## config.mk

```make
export PLATFORM = sky130hd
export DESIGN_NAME = rom_burst_arbiter
export DESIGN_NICKNAME = d
export VERILOG_FILES = /design/src/rtl/rom_arb_pkg.sv /design/src/rtl/rr_pick2.sv /design/src/rtl/rom_burst_arbiter.sv
export SDC_FILE = /design/constraint.sdc
export NUM_CORES = 1
export LEC_CHECK = 0
export ABC_AREA = 0
export CAP_MARGIN = 20
export CORE_MARGIN = 5
export CORE_UTILIZATION = 30
export CTS_BUF_LIST = sky130_fd_sc_hd__clkbuf_16
export CTS_CLUSTER_SIZE = 14
export DETAILED_ROUTE_END_ITERATION = 12
export GPL_TIMING_DRIVEN = 1
export PLACE_DENSITY = 0.66
export SLEW_MARGIN = 10
export SYNTH_ARGS = -nofsm -noshare
export SYNTH_HDL_FRONTEND = slang
export SYNTH_HIERARCHICAL = 1
export SYNTH_SLANG_ARGS = --single-unit
```

## constraint.sdc

```tcl
create_clock -name clk -period 1.63 [get_ports clk]
set_input_delay 0.163 -clock clk [delete_from_list [all_inputs] [get_ports clk]]
set_output_delay 0.163 -clock clk [all_outputs]
set_load 0.02 [all_outputs]
```

## src/rtl/rom_arb_pkg.sv

```systemverilog
// Shared widths and FSM encoding for the two-client ROM burst arbiter.
package rom_arb_pkg;
    localparam int AW = 3;
    localparam int DW = 9;
    localparam int LW = 3;

    typedef enum logic {
        IDLE  = 1'b0,
        BURST = 1'b1
    } state_t;
endpackage

```

## src/rtl/rr_pick2.sv

```systemverilog
// Combinational 2-way round-robin picker: a lone requester wins, a tie goes to the one not served last.
// Zero latency; no backpressure (pure function of the current requests).
module rr_pick2 (
    input  logic i_req0,
    input  logic i_req1,
    input  logic i_last,
    output logic o_win_vld,
    output logic o_win_id
);
    assign o_win_vld = i_req0 | i_req1;
    assign o_win_id  = (i_req0 & i_req1) ? ~i_last : i_req1;
endmodule

```

## src/rtl/rom_burst_arbiter.sv

```systemverilog
// Round-robin arbiter and burst sequencer sharing one combinational ROM between two requesters.
// Grant one cycle after sampling, first word the cycle after; requests are ignored while a burst runs.
module rom_burst_arbiter #(
    parameter int AW = rom_arb_pkg::AW,
    parameter int DW = rom_arb_pkg::DW,
    parameter int LW = rom_arb_pkg::LW
) (
    input  logic          clk,
    input  logic          rst,
    input  logic          req0,
    input  logic [AW-1:0] addr0,
    input  logic [LW-1:0] len0,
    input  logic          req1,
    input  logic [AW-1:0] addr1,
    input  logic [LW-1:0] len1,
    output logic          gnt0,
    output logic          gnt1,
    output logic          rvalid0,
    output logic          rvalid1,
    output logic [DW-1:0] rdata,
    output logic          busy,
    output logic [AW-1:0] rom_addr,
    input  logic [DW-1:0] rom_data
);
    import rom_arb_pkg::*;

    state_t        r_state,    w_state_nxt;
    logic [LW-1:0] r_cnt,      w_cnt_nxt;
    logic          r_owner,    w_owner_nxt;
    logic          r_last,     w_last_nxt;
    logic          r_gnt0,     w_gnt0_nxt;
    logic          r_gnt1,     w_gnt1_nxt;
    logic          r_rvalid0,  w_rvalid0_nxt;
    logic          r_rvalid1,  w_rvalid1_nxt;
    logic [DW-1:0] r_rdata,    w_rdata_nxt;
    logic          r_busy,     w_busy_nxt;
    logic [AW-1:0] r_rom_addr, w_rom_addr_nxt;
    logic          w_win_vld;
    logic          w_win_id;

    rr_pick2 u_pick (
        .i_req0    (req0),
        .i_req1    (req1),
        .i_last    (r_last),
        .o_win_vld (w_win_vld),
        .o_win_id  (w_win_id)
    );

    always_comb begin
        w_state_nxt    = r_state;
        w_cnt_nxt      = r_cnt;
        w_owner_nxt    = r_owner;
        w_last_nxt     = r_last;
        w_gnt0_nxt     = 1'b0;
        w_gnt1_nxt     = 1'b0;
        w_rvalid0_nxt  = 1'b0;
        w_rvalid1_nxt  = 1'b0;
        w_rdata_nxt    = r_rdata;
        w_busy_nxt     = r_busy;
        w_rom_addr_nxt = r_rom_addr;
        case (r_state)
            IDLE: begin
                if (w_win_vld) begin
                    w_gnt0_nxt     = ~w_win_id;
                    w_gnt1_nxt     = w_win_id;
                    w_rom_addr_nxt = w_win_id ? addr1 : addr0;
                    w_cnt_nxt      = w_win_id ? len1 : len0;
                    w_owner_nxt    = w_win_id;
                    w_last_nxt     = w_win_id;
                    w_busy_nxt     = 1'b1;
                    w_state_nxt    = BURST;
                end
            end
            BURST: begin
                // ROM read is combinational, so the word for rom_addr is captured on this edge
                w_rdata_nxt    = rom_data;
                w_rvalid0_nxt  = ~r_owner;
                w_rvalid1_nxt  = r_owner;
                w_rom_addr_nxt = r_rom_addr + AW'(1);
                if (r_cnt == '0) begin
                    w_state_nxt = IDLE;
                    w_busy_nxt  = 1'b0;
                end else begin
                    w_cnt_nxt = r_cnt - LW'(1);
                end
            end
        endcase
    end

    always_ff @(posedge clk) begin
        if (rst) begin
            r_state    <= IDLE;
            r_cnt      <= '0;
            r_owner    <= 1'b0;
            r_last     <= 1'b1;
            r_gnt0     <= 1'b0;
            r_gnt1     <= 1'b0;
            r_rvalid0  <= 1'b0;
            r_rvalid1  <= 1'b0;
            r_rdata    <= '0;
            r_busy     <= 1'b0;
            r_rom_addr <= '0;
        end else begin
            r_state    <= w_state_nxt;
            r_cnt      <= w_cnt_nxt;
            r_owner    <= w_owner_nxt;
            r_last     <= w_last_nxt;
            r_gnt0     <= w_gnt0_nxt;
            r_gnt1     <= w_gnt1_nxt;
            r_rvalid0  <= w_rvalid0_nxt;
            r_rvalid1  <= w_rvalid1_nxt;
            r_rdata    <= w_rdata_nxt;
            r_busy     <= w_busy_nxt;
            r_rom_addr <= w_rom_addr_nxt;
        end
    end

    assign gnt0     = r_gnt0;
    assign gnt1     = r_gnt1;
    assign rvalid0  = r_rvalid0;
    assign rvalid1  = r_rvalid1;
    assign rdata    = r_rdata;
    assign busy     = r_busy;
    assign rom_addr = r_rom_addr;
endmodule

```

==> results.toml <==
[timing]
hold_viol = 0
worstMarginPinSlew_ns = 0.2776
rsz0062_at_grt = "no"
max_freq_ghz = 0.7015
fin_crit_ns = 1.426
skew_ns = 0.003889
fin_setup_tns_ns = 0
slew_viol_final = 0
relSlewSlack_pct = 81.38
setup_violations = 0
period_share_pct = 87.46

[clock_tree]
cts.sinks = 23
insertion_delay_ns = 0.25
cts_made_buffers = 3
cts_root_buf = "clkbuf_16"
htreeDepth = 1
clk_pin_slew_ns = 0.06
holdBufCountCts = 0
cts-resized-gates = 0
post_cts_buffers = 0
clock_path_buffers = 2
cts_tree = "built"

[finish]
antenna_cells = 0
syn_to_final_growth_pct = 56.67
final_cell_area_um2 = 1602
most-common-layout-cells = "clkdlybuf4s50_1 (41), dfxtp_1 (23), nor2_1 (17)"
nets = 185
layout-drive-gt1-share_pct = 10.26
fillers = 315
layout_commonest_cell = "clkdlybuf4s50_1"

[place]
place_congestion = 0.8132
placed_area_um2 = 1523
dp_hpwl_um = 1890
port_buffers = 41

[drt]
dr.pass1.iters = 4
ant_nets = 0
wl_per_cell_um = 11.72
avgViaCountPerCell = 4.550
vias = 919
drc = 0
wl_um = 2368
dr.first_iter.drc_count = 41

[global_routing]
grt_overflow = 0
grt_antenna_before_repair = 0
grt_max_degree = 13
grt_usage_pct = 11.77
grt_pass1_wl_um = 4174
first_global_vias = 963

[setup_path]
cp_data_arrival_time_ns = 1.26
path_cells = "clkdlybuf4s50_1"
worst_setup_path_end_kind = "output pin"
rrSetupSlack_ns = 0.28
crit_type = "flop to output pin"
critPathTopFamily = "buffers and inverters"
slowest_delay_ns = 0.63
cp_data_required_time_ns = 1.47
r2r_cells = 5
path_buf_inv = 1
r2r_end = "r_cnt[1]$_SDFFE_PP0P_"
critPathSlowestCell = "clkdlybuf4s50_1"
reg2reg_from = "r_cnt[0]$_SDFFE_PP0P_"
worstPathMaxFanout = 4
critPathLaunchType = "flop"

[yosys]
synth_ff_type = "dfxtp_1"
ys_seq_area_share_pct = 45.04
synth-edff-count = 0
ys_ff_latch = 23
synthArstFlopShare_pct = 0
synthDistinctLibCells = 29
synth_fp_nets = 135
syn_inst = 107
avgSynthCellArea_um2 = 9.554
synth_warnings = 6
netlist_area_um2 = 1022

[floorplanning]
fp.dieH_um = 68.38
die_w_um = 68.38
coreArea_um2 = 3311
start_util_pct = 30.88
dieArea_um2 = 4675
num_rows = 21
num_io_pins = 42

[run]
maxCapViolations = 0

[hold_path]
hold_start = "r_owner$_SDFFE_PP0P_"
holdPathEnd = "rvalid0$_SDFF_PP0_"
hold_depth = 1
hp-class = "flop to flop"

[pwr]
power.density_cell_area_nw_per_um2 = 1011
vdd_ir_drop_max_mv = 0.6030
finalPower_mw = 1.618
leakage_nw = 0.6318

[run_status]
status = "complete, no violations"
==> state kept, by name (all words and copies together), names as in the netlist <==
register	flops
gnt0	1
r_last	1
r_owner	1
gnt1	1
r_cnt	3
busy	1
rom_addr	3
rdata	9
rvalid0	1
rvalid1	1
r_state	1
==> layer usage <==
layer	routed length [µm]	GRT usage, %	part of all wire, %
met5	0	0	0
met4	10	2.233	0.42
met3	229	5.419	9.7
met2	1088	20.22	46
met1	1039	13.41	44
==> how the worst max path moves through the flow <==
stage | startpoint | endpoint | cells past startpoint
2_1_floorplan | r_last$_SDFFE_PP1P_ | r_cnt[2]$_SDFFE_PP0P_ | 5
3_3_place_gp | req1 | r_cnt[2]$_SDFFE_PP0P_ | 6
3_5_place_dp | req1 | r_cnt[2]$_SDFFE_PP0P_ | 6
4_1_cts | rom_addr[0]$_SDFFE_PP0P_ | rom_addr[0] | 1
5_1_grt | req1 | r_cnt[2]$_SDFFE_PP0P_ | 6
6_report | rom_addr[0]$_SDFFE_PP0P_ | rom_addr[0] | 1
==> metrics by stage <==
| step | cells | utilization [%] | hold slack (ns) | worst slack, ns |
|---|---|---|---|---|
| detailed placement | 198 | 45.99 | 0.4308 | 0.003603 |
| finish | 202 | 48.37 | 0.4366 | 0.2045 |
| CTS | 202 | 48.37 | 0.4393 | 0.1904 |
| global route | 202 | 48.37 | 0.4611 | 0.1297 |
| global placement | 198 | 45.99 | 0.4261 | 0.01999 |
| floorplan | 107 | - | 0.3102 | 0.4176 |
==> where the power goes <==
part | switching (mW) | internal [mW]
Sequential | 0.0406 | 0.620
Clock | 0.192 | 0.327
Combinational | 0.199 | 0.240
Total | 0.432 | 1.19
==> synthesized netlist by cell type, types with 3 or more instances <==
| master | instances | area, µm² |
|---|---|---|
| nor3_1 | 3 | 15.01 |
| nand2_1 | 6 | 22.52 |
| a21oi_1 | 4 | 20.02 |
| buf_2 | 4 | 20.02 |
| mux2i_1 | 13 | 130.1 |
| ha_1 | 3 | 37.54 |
| dfxtp_1 | 23 | 460.4 |
| nor2b_1 | 4 | 25.02 |
| inv_1 | 3 | 11.26 |
| nor2_1 | 17 | 63.81 |
==> logic make-up (layout without fill, tap and decap cells) <==
| kind of cell | count (synthesis) | after routing | synth area share, % |
|---|---|---|---|
| simple gates | 37 | 37 | 17.01 |
| flops | 23 | 23 | 45.04 |
| compound gates | 19 | 19 | 13.46 |
| mux | 14 | 14 | 13.83 |
| buf+inv | 9 | 58 | 5.263 |
| fa+ha+maj | 3 | 3 | 3.672 |
| xor+xnor | 2 | 2 | 1.714 |
==> layout make-up <==
type / count / area (µm²) / area share (%)
sequential: 23 / 460.4 / 28.75
tap: 46 / 57.56 / 3.594
multi-input combinational: 75 / 508.0 / 31.72
timing repair buffer: 51 / 485.5 / 30.31
inverter: 3 / 11.26 / 0.7031
clock buffer: 3 / 75.07 / 4.687
clock inverter: 1 / 3.754 / 0.2344
Power figures use the tool's default switching activity.
==> variant: new RTL, same settings <==
Reset style: asynchronous (`rst`), changed in one clocked block.
--- a/src/rtl/rom_burst_arbiter.sv
+++ b/src/rtl/rom_burst_arbiter.sv
@@ -89,3 +89,3 @@
 
-    always_ff @(posedge clk) begin
+    always_ff @(posedge clk or posedge rst) begin
         if (rst) begin
Check against the original RTL: differs if rst is asserted again (counterexample within 4 cycles, from zero or initial values and one cycle with rst high); with rst held inactive, the same outputs for 10 cycles.
==> variant against the original RTL <==
Area after synthesis grew 1.1%. Routed wire length shrank 2.9%. Cell count shrank 12%. Setup slack gained 0.0016 ns. Sequential cell count is the same. Final area grew 0.55%. Clock skew shrank 0.0018 ns. Register-to-register slack lost 0.02 ns.
Power is not compared: it rests on default switching activity, and its combinational part moved more than twofold at a synthesized area within 25%.
==> variant: results (changes against the original RTL) <==
metric;value;unit;change
drive_gt1_share;14.4;%;+4.1 points
syn_nets;113;;-16%
grtUsageMet1;13.4;%;+0.022 points
synthTopCellsByCount;22 x dfrtp_1, 9 x mux2_2, 7 x mux2i_1;;
yosys_warnings;6;;unchanged
routedWlPerCell;12.9;um;+10%
synthFlopType;dfrtp_1;;
max_stage_delay;0.62;ns;
finalNetCount;161;;-13%
root_buffer;clkbuf_16;;
r2r_start;r_last$_DFFE_PP1P_;;
clock_skew;0.00206;ns;-0.00183 ns
synth_area_leaders;dfrtp_1 53%, mux2_2 9.8%, mux2i_1 6.8%, ha_1 3.6%, dfstp_2 2.5%;;
drt_iter0_drc;22;;-46%
grt_use_met2;19.0;%;-1.3 points
rrSetupSlack;0.26;ns;-0.02 ns
cts_resized;0;;unchanged
power.switching;955;uW;
worstReg2RegEnd;rom_addr[2]$_DFFE_PP0P_;;
p_leak;0.000717;uW;
antenna_found_initial;0;;unchanged
vdd.ir_drop.worst;445;uV;
drtPass1Iterations;4;;unchanged
grt_pass1_vias;834;;-13%
met3_usage;1.62;%;-3.8 points
clk_path_buf_depth;2;;unchanged
ys_seq_area_share;55.8;%;+11 points
path_max_fanout;3;;-1
viasPerCell;4.38;;-3.8%
grt_pass1_wl;3910;um;-6.4%
place_area;0.00153;mm2;+0.58%
status;finished, final reports clean;;
netlist_instances;85;;-21%
post_cts_buffers;0;;unchanged
holdCritPathClass;input port to asynchronous set/reset pin;;
largest_reg_flops;9;;unchanged
reg2reg_depth;5;;unchanged
synth.distinct_cells;24;;-17%
portBuffers;41;;unchanged
async_reset_ff_share;100;%;+100 points
clock_latency;0.25;ns;about the same
clk_pin_slew_worst_paths;0.06;ns;about the same
cpMaxStageDelayCell;clkdlybuf4s50_1;;
gp_congestion;0.717;;-12%
place_hpwl;1820;um;-3.7%
arrival;1.26;ns;about the same
htreeDepth;1;;unchanged
grt_max_degree;18;;+5
slew_headroom;61.5;%;-20 points
insertedDiodeCount;0;;unchanged
track_usage;11.2;%;-0.58 points
cts_buffers;3;;unchanged
crit_family;buffers and inverters;;
[variant: area by class of cell]
type,instances,area [um2]
Fill cell,307,1730
Sequential cell,23,577
Timing Repair Buffer,46,460
Multi-Input combinational cell,53,414
Clock buffer,3,75.1
Tap cell,46,57.6
Inverter,6,22.5
Clock inverter,1,3.75
[variant: power by group through the flow]
stage | registers, uW | logic, uW | clock network (uW)
after detailed placement | 1020 | 1320 | 0
after global placement | 1010 | 1300 | 0
final | 1010 | 1310 | 508
after global routing | 1060 | 1440 | 543
after floorplan | 1170 | 624 | 0
after CTS | 1020 | 1330 | 521
[variant: per-stage QoR]
stage	util, %	total power (uW)	setup slack [ns]	instances	hold slack, ns
2_1_floorplan	-	1790	0.418	85	0.164
3_3_place_gp	45.9	2310	0.0713	174	0.428
3_5_place_dp	45.9	2350	0.00198	174	0.438
4_1_cts	48.3	2870	0.197	178	0.231
5_1_grt	48.3	3040	0.159	178	0.246
6_report	48.3	2830	0.206	178	0.221
[variant: cells by family (layout without fill, tap and decap cells)]
| group | after synthesis | count (layout) | synth area share, % |
|---|---|---|---|
| buffers and inverters | 9 | 56 | 4.12 |
| muxes | 16 | 16 | 16.6 |
| DFF | 23 | 23 | 55.8 |
| adders and majority gates | 3 | 3 | 3.63 |
| AOI/OAI and AO/OA | 14 | 14 | 10.2 |
| and+or+nand+nor | 19 | 19 | 8.84 |
| xor gates and xnor gates | 1 | 1 | 0.848 |
[variant: how the worst max path moves through the flow]
stage | end | start | cells after the start | slack, ns
global placement | rom_addr[1]$_DFFE_PP0P_ | req1 | 6 | 0.07
CTS | rom_addr[2] | rom_addr[2]$_DFFE_PP0P_ | 1 | 0.20
global route | rom_addr[2] | rom_addr[2]$_DFFE_PP0P_ | 1 | 0.16
detailed placement | rom_addr[2]$_DFFE_PP0P_ | req1 | 6 | 0.002
finish | rom_addr[2] | rom_addr[2]$_DFFE_PP0P_ | 1 | 0.21
floorplan | rom_addr[1]$_DFFE_PP0P_ | r_last$_DFFE_PP1P_ | 5 | 0.42
[variant: routing by layer]
metal  up-vias  routed length (um)
li1        387                   -
met4         0                  55
met5         -                   0
met1       363                 948
met2        25                1160
met3         4                 140
